<file path="src/rtl/gelato_fetch_scheduler.sv">
// Round-robin warp fetch scheduler feeding I-Fetch, one outstanding fetch per warp.
// Optional perf counters enabled by GELATO_FETCH_SKD_PERF_EN.
module gelato_fetch_scheduler #(
  parameter int NUM_WARPS   = 8,
  parameter int PC_WIDTH    = 32,
  parameter int SPLIT_WIDTH = 2,
  localparam int WARP_WIDTH = $clog2(NUM_WARPS)
) (
  input  logic                          clk,
  input  logic                          rst_n,
  input  logic                          rdy,
  input  logic [NUM_WARPS-1:0]          warp_active,
  input  logic [NUM_WARPS*PC_WIDTH-1:0] warp_pc,
  input  logic [NUM_WARPS*SPLIT_WIDTH-1:0] warp_split,
  output logic                          fetch_valid,
  output logic [PC_WIDTH-1:0]           fetch_pc,
  output logic [WARP_WIDTH-1:0]         fetch_warp_num,
  output logic [SPLIT_WIDTH-1:0]        fetch_split_table_num,
  input  logic                          fetch_ready,
  input  logic                          fetch_done,
  input  logic [WARP_WIDTH-1:0]         fetch_done_warp,
`ifdef GELATO_FETCH_SKD_PERF_EN
  output logic [31:0]                   perf_issue_cnt,
  output logic [31:0]                   perf_idle_cnt,
`endif
  output logic [NUM_WARPS-1:0]          sched_grant
);

  typedef enum logic [1:0] {
    IDLE = 2'd0,
    REQ  = 2'd1
  } state_t;

  state_t state, state_n;

  logic [WARP_WIDTH-1:0]  rr_ptr;
  logic [NUM_WARPS-1:0]   inflight;
  logic [NUM_WARPS-1:0]   inflight_n;
  logic [NUM_WARPS-1:0]   grant_q;
  logic [NUM_WARPS-1:0]   elig;
  logic [PC_WIDTH-1:0]    pc_arr [NUM_WARPS];
  logic [SPLIT_WIDTH-1:0] split_arr [NUM_WARPS];
  logic [WARP_WIDTH-1:0]  sel_warp;
  logic [WARP_WIDTH-1:0]  idx;
  logic                   sel_found;
  logic                   launch;
  logic                   accept;

  for (genvar i = 0; i < NUM_WARPS; i++) begin : g_unpack
    assign pc_arr[i]    = warp_pc[i*PC_WIDTH +: PC_WIDTH];
    assign split_arr[i] = warp_split[i*SPLIT_WIDTH +: SPLIT_WIDTH];
  end

  assign elig = warp_active & ~inflight;

  // Descending scan so the smallest offset from rr_ptr wins.
  always_comb begin
    sel_found = 1'b0;
    sel_warp  = '0;
    idx       = '0;
    for (int k = NUM_WARPS - 1; k >= 0; k--) begin
      idx = rr_ptr + WARP_WIDTH'(k);
      if (elig[idx]) begin
        sel_found = 1'b1;
        sel_warp  = idx;
      end
    end
  end

  always_comb begin
    state_n = state;
    launch  = 1'b0;
    accept  = 1'b0;
    unique case (state)
      IDLE: begin
        if (rdy && sel_found) begin
          launch  = 1'b1;
          state_n = REQ;
        end
      end
      REQ: begin
        if (rdy && fetch_ready) begin
          accept  = 1'b1;
          state_n = IDLE;
        end
      end
      default: state_n = IDLE;
    endcase
  end

  // Done clears ignore rdy; a same-cycle set takes priority.
  always_comb begin
    inflight_n = inflight;
    if (fetch_done)
      inflight_n[fetch_done_warp] = 1'b0;
    if (accept)
      inflight_n[fetch_warp_num] = 1'b1;
  end

  always_ff @(posedge clk or negedge rst_n) begin
    if (!rst_n) begin
      state                 <= IDLE;
      rr_ptr                <= '0;
      inflight              <= '0;
      grant_q               <= '0;
      fetch_valid           <= 1'b0;
      fetch_pc              <= '0;
      fetch_warp_num        <= '0;
      fetch_split_table_num <= '0;
    end else begin
      state    <= state_n;
      inflight <= inflight_n;
      grant_q  <= accept ? (NUM_WARPS'(1) << fetch_warp_num) : '0;
      if (launch) begin
        fetch_valid           <= 1'b1;
        fetch_pc              <= pc_arr[sel_warp];
        fetch_warp_num        <= sel_warp;
        fetch_split_table_num <= split_arr[sel_warp];
      end
      if (accept) begin
        fetch_valid <= 1'b0;
        rr_ptr      <= fetch_warp_num + WARP_WIDTH'(1);
      end
    end
  end

  assign sched_grant = grant_q & {NUM_WARPS{rdy}};

`ifdef GELATO_FETCH_SKD_PERF_EN
  always_ff @(posedge clk or negedge rst_n) begin
    if (!rst_n) begin
      perf_issue_cnt <= '0;
      perf_idle_cnt  <= '0;
    end else begin
      if (accept && perf_issue_cnt != 32'hFFFF_FFFF)
        perf_issue_cnt <= perf_issue_cnt + 32'd1;
      if (state == IDLE && rdy && !sel_found &&
          perf_idle_cnt != 32'hFFFF_FFFF)
        perf_idle_cnt <= perf_idle_cnt + 32'd1;
    end
  end
`endif

  always @(posedge clk) begin
    if (rst_n) begin
      assert (!(fetch_done && accept &&
                fetch_done_warp == fetch_warp_num))
        else $error("done collides with accept of same warp");
      assert (state == IDLE || state == REQ)
        else $fatal(1, "illegal scheduler state");
    end
  end

endmodule

</file>
<file path="config.mk">
export PLATFORM = sky130hd
export DESIGN_NAME = gelato_fetch_scheduler
export DESIGN_NICKNAME = d
export VERILOG_FILES = /design/src/rtl/gelato_fetch_scheduler.sv
export SDC_FILE = /design/constraint.sdc
export NUM_CORES = 1
export LEC_CHECK = 0
export ABC_AREA = 1
export CAP_MARGIN = 0
export CELL_PAD_IN_SITES_DETAIL_PLACEMENT = 1
export CELL_PAD_IN_SITES_GLOBAL_PLACEMENT = 2
export CORE_UTILIZATION = 16
export DETAILED_ROUTE_END_ITERATION = 8
export HOLD_SLACK_MARGIN = 0.15
export PLACE_DENSITY = 0.74
export SETUP_SLACK_MARGIN = 0.02
export SYNTH_ARGS = -nofsm -noshare
export SYNTH_HDL_FRONTEND = slang
export SYNTH_SLANG_ARGS = --single-unit
</file>
<file path="constraint.sdc">
create_clock -name clk -period 2.4 [get_ports clk]
set_clock_uncertainty 0.1 [all_clocks]
set_input_delay 0.72 -clock clk [delete_from_list [all_inputs] [get_ports clk]]
set_output_delay 0.72 -clock clk [all_outputs]
set_load 0.05 [all_outputs]
</file>
### Word level (Yosys, flattened, before mapping)

Cells that the tools add are included.

| storage, ports and cells | value |
|---|---|
| word-level logic and storage cells | 101 |
| bits in writable memories | 0 |
| memories | 0 |
| bits in registers | 59 |
| latch bits | 0 |
| input bits | 288 |
| ROM bits | 0 |

| cells by class | value |
|---|---|
| muxes and demuxes | 54 |
| multipliers | 0 |
| eq/ne operators | 3 |
| div/mod/pow operators | 0 |
| magnitude comparators | 13 |
| shift operators | 1 |
| reductions and logical operators | 7 |
| bitwise operators | 7 |
| add/sub/neg operators | 8 |

Operators by type and width:

| operator | number |
|---|---|
| 32-bit binary-select mux with 3-bit select | 1 |
| 32-bit two-way mux | 2 |
| 3-bit by 4-bit less-than comparator with 1-bit output, second input constant | 10 |
| 8-bit bitwise AND | 3 |
| 1-bit binary-select mux with 3-bit select | 8 |
| 1-bit two-way mux | 24 |
| 3-bit two-way mux | 8 |
| 8-bit two-way mux | 3 |
| 8-bit NOT | 2 |
| 3-bit adder, second input constant | 4 |
| 2-bit two-way mux | 4 |
| 8-bit bitwise OR | 1 |
| 1-bit by 3-bit << shifter with 8-bit output, first input constant | 1 |
| 3-bit by 1-bit adder with 3-bit output, second input constant | 2 |
| 3-bit by 2-bit adder with 3-bit output, second input constant | 2 |
| 2-bit binary-select mux with 3-bit select | 1 |
| 1-bit demux with 3-bit select | 2 |
| 3-bit by 1-bit greater-or-equal comparator with 1-bit output, second input constant | 2 |
| 4-bit greater-or-equal comparator, second input constant | 1 |
| 1-bit logical AND | 4 |
| 2-bit inequality test, second input constant | 2 |
| 3-bit NOT with 4-bit output | 1 |
| 2-bit case mux with 2 select lines | 1 |
| 2-bit by 1-bit == test with 1-bit output, second input constant | 1 |
| 3 further kinds | 3 |

### Depth between registers and ports, before layout

| depth | value |
|---|---|
| word-level depth | 17 |
| depth in mapped cells | 24 |
| mapped depth without buffers | 21 |

### Worst setup path after synthesis

OpenSTA, ideal clock, no wires.

| path | value |
|---|---|
| path kind | register to register |
| from | reg rr_ptr[1] |
| to | reg fetch_pc[0] |
| data required time | 2,175 ps |
| path buffers | 3 |
| library setup time | 125 ps |
| stages on the path, launching flop included | 24 |
| arrival time | 2,418 ps |
| setup slack | -243 ps |
| clock period less this slack | 2,643 ps |
| cells stage by stage | dfrtp_1 buf_4 inv_2 ha_1 inv_1 nand3_1 nand3_2 nand2_2 inv_2 nand2_1 nand2_1 nand2_1 nand2_1 nand2_1 nand2_2 nand2_4 nand2_2 buf_6 inv_4 buf_6 nand2_1 nand3_1 nand3_1 nand3_1 |

| on the way | value |
|---|---|
| word-level cells in the longest chain between the ends | 15 |

RTL lines:

| element | RTL line | source |
|---|---|---|
| start: declaration | 36 | `logic [WARP_WIDTH-1:0] rr_ptr;` |
| start signal: assignment | 122 | `rr_ptr <= fetch_warp_num + WARP_WIDTH'(1);` |
| 3-bit adder | 62 | `idx = rr_ptr + WARP_WIDTH'(k);` |
| 1-bit binary-select mux with 3-bit select | 63 | `if (elig[idx]) begin` |
| 1-bit two-way mux (implied by the code) | 63 |  |
| 3-bit two-way mux (8 in series) | 63 |  |
| 3-bit NOT with 4-bit output (implied by the code) | 116 | `fetch_pc <= pc_arr[sel_warp];` |
| 32-bit binary-select mux with 3-bit select | 116 |  |
| 32-bit two-way mux (implied by the code) (2 in series) | 116 |  |
| end signal: assignment | 116 |  |
| end: declaration | 16 | `output logic [PC_WIDTH-1:0] fetch_pc,` |

Parallel ways exist; a longest one is shown, timed or not. The select of a mux whose other input is x is not followed.
A chain may end at the register's enable or synchronous reset.

### Worst setup path after layout

| path | value |
|---|---|
| from | reg rr_ptr[0] |
| to | reg fetch_pc[25] |

The elaborated chain is that of the path after synthesis.

==> reports/qor.yml <==
logic_synthesis:
  synth_area_per_cell_sq_um: 6.01
  synth-edff-count: 0
  ys_seq_area_frac: 0.256
  syn-cell-area_sq_um: 5660
  synth_nets: 1237
  synth.area.top_cells: "nand3_1 (30%), dfrtp_1 (26%), nand2_1 (23%)"
  yosysTopAreaCell: "nand3_1"
  ys.warnings.count: 0
  ys_types: 33
  yosysMostFrequentCell: "nand2_1"
  synth_cells: 941
  synth_top_area_frac: 0.298
  synthFlopType: "dfrtp_1"
  async_flop_share: 1.00
  ys_top_cells_by_count: "nand2_1 (340), nand3_1 (337), dfrtp_1 (58)"
  ys_ff_latch: 58
global_route:
  gr-total-overflow: 0
  antenna_found_initial: 2
  grt_usage: 0.185
  grt_max_degree: 45
  grt_pass1_wl_mm: 51.1
  grt_pass1_vias: 8561
outcome:
  status: "finished, violations left"
  violations: "negative setup slack"
critical_path:
  r2r_cells: 20
  timing.rr.start: "rr_ptr[0]$_DFFE_PN0P_"
  cp.arrival_ns: 2.95
  crit_required_ns: 2.53
  critPathLaunch: "rr_ptr[0]$_DFFE_PN0P_"
  timing.rr.end: "fetch_pc[25]$_DFFE_PN0P_"
  cp-end-kind: "flop"
  cp-start-kind: "flop"
  worstSetupPathType: "flop to flop"
  critPathMaxFanout: 7
  ff2ff_setup_slack_ns: -0.43
clock_tree:
  cts_inserted_buffers: 9
  cts.sinks: 58
  clk_root_buffer_cell: "clkbuf_16"
  holdBufCountCts: 0
  clk_latency_ns: 0.34
  clkSlewWorstSetupHoldPaths_ns: 0.07
  cts_max_path_buffers: 2
  clock_tree.htree_level_count: 3
  cts_tree: "done"
drt:
  route.detailed.drc: 0
  dr_total_vias: 8066
  wirelength_mm: 35.4
  ant_nets: 0
  detail_route.first_pass.iterations: 4
  drt-wirelength-per-cell_um: 19.7
  via_per_inst: 4.49
  drtIter0Drc: 329
placed_design:
  dp.cells: 1736
  gp_congestion: 0.852
  portBuffers: 333
  post-dp-hpwl_mm: 24.8
  dp_slack_ns: -1.06
timing:
  rsz0062_at_grt: "true"
  setup_viol: 37
  worst_pin_slew_ns: 0.544
  finalHoldViolCount: 0
  min_period_over_period: 1.18
  slew_viol_final: 0
  slew_headroom: 0.639
  fin_ws_ns: -0.427
  setup_tns_ns: -13.12
  max_freq_mhz: 354
  min_period_ns: 2.83
  whs_ns: 0.223
layout:
  n_fill_cell: 4208
  final_cells: 1798
  area_growth_pct: 112
  fin_nets: 1632
  layout-drive-gt1-share: 0.254
die:
  dieArea_sq_um: 36100
  design.core.area_sq_um: 34700
  start_util: 0.163
  dieHeight_um: 190
  ios: 334
  rows: 68
  die_w_um: 190
min_path:
  hold_path_class: "input pin to async pin"
run:
  drv_cap: 0
[cells by family (layout without fill, tap and decap cells)]
group           after synthesis  after routing  share of synthesized area
compound gates               42             42                     0.0449
xor+xnor                      3              3                    0.00862
fa+ha+maj                     8              8                     0.0177
buf+inv                     126            524                      0.120
flops                        58             58                      0.256
other cells                   0              2                          0
simple gates                704            706                      0.552
[cell type report]
cell class | instances | area, sq um | share of cell area
Inverter | 57 | 255 | 0.0213
Multi-Input combinational cell | 759 | 4350 | 0.363
Timing Repair Buffer | 451 | 5080 | 0.424
Sequential cell | 58 | 1460 | 0.121
Clock buffer | 10 | 239 | 0.0199
Clock inverter | 6 | 41.3 | 0.00344
Antenna cell | 2 | 5.00 | 0.000417
Tap cell | 455 | 569 | 0.0475
[how the worst max path moves through the flow]
stage,cells after the start,end
after floorplan,23,fetch_pc[10]$_DFFE_PN0P_
after global placement,18,fetch_pc[4]$_DFFE_PN0P_
after detailed placement,20,fetch_pc[6]$_DFFE_PN0P_
after CTS,19,fetch_pc[26]$_DFFE_PN0P_
after global routing,20,fetch_pc[5]$_DFFE_PN0P_
final,20,fetch_pc[25]$_DFFE_PN0P_
[repair_timing]
action	in CTS	in global routing
cloned	10	13
setup buffers	10	11
endpoints found under the setup margin	47	42
pin swaps	12	38
resized for setup	80	138
[state kept, by name (all words and copies together), names as in the netlist]
signal / flops
fetch_warp_num: 3
inflight: 8
rr_ptr: 3
fetch_valid: 1
state: 1
grant_q: 8
fetch_split_table_num: 2
fetch_pc: 32
[cells in the final DEF, fill, tap and decap left out, types with 3 or more instances in the layout]
cell / n
buf_4: 76
o31ai_1: 4
o21ai_0: 15
nand3_1: 239
bufbuf_16: 4
o211ai_1: 8
nand2_2: 26
nor2_1: 6
ha_1: 6
dfrtp_2: 3
dlygate4sd2_1: 10
buf_8: 4
dfrtp_1: 55
nor3_1: 6
a21oi_2: 5
nand2_1: 315
buf_12: 37
buf_16: 6
inv_1: 44
clkinvlp_4: 3
nor2_4: 3
nand3_2: 87
clkdlybuf4s50_1: 281
a21oi_1: 3
nand2_4: 5
nand3_4: 12
clkbuf_16: 19
nand2_8: 4
inv_2: 6
buf_6: 21
[worst max-delay path, cell delays in order (launching register included)]
cell,delay [ns]
dfrtp_2,0.45
inv_4,0.06
ha_4,0.38
inv_8,0.07
buf_4,0.13
buf_4,0.14
nand3_1,0.07
nand2_1,0.08
nand2_2,0.08
nand2_2,0.07
nand2_2,0.08
nand2_4,0.06
a21oi_4,0.16
buf_12,0.14
buf_12,0.16
buf_12,0.12
nand3_1,0.06
nand3_1,0.10
nand2_2,0.07
nand2_1,0.07
nand2_1,0.05
[stage by stage]
stage                     cell area (sq um)  utilization
after floorplan                        5770            -
after global placement                10000        0.289
after detailed placement              10000        0.289
after CTS                             11000        0.316
after global routing                  12000        0.345
final                                 12000        0.345
[per-layer routing]
metal,global-route usage,up-vias,wire [um]
li1,-,3926,-
met5,0,-,0
met1,0.228,3894,15300
met4,0.0409,0,692
met2,0.330,209,17700
met3,0.0358,37,1690
Power is not shown: default switching activity piles up to over one toggle a cycle in this logic, so the estimate is an artifact.
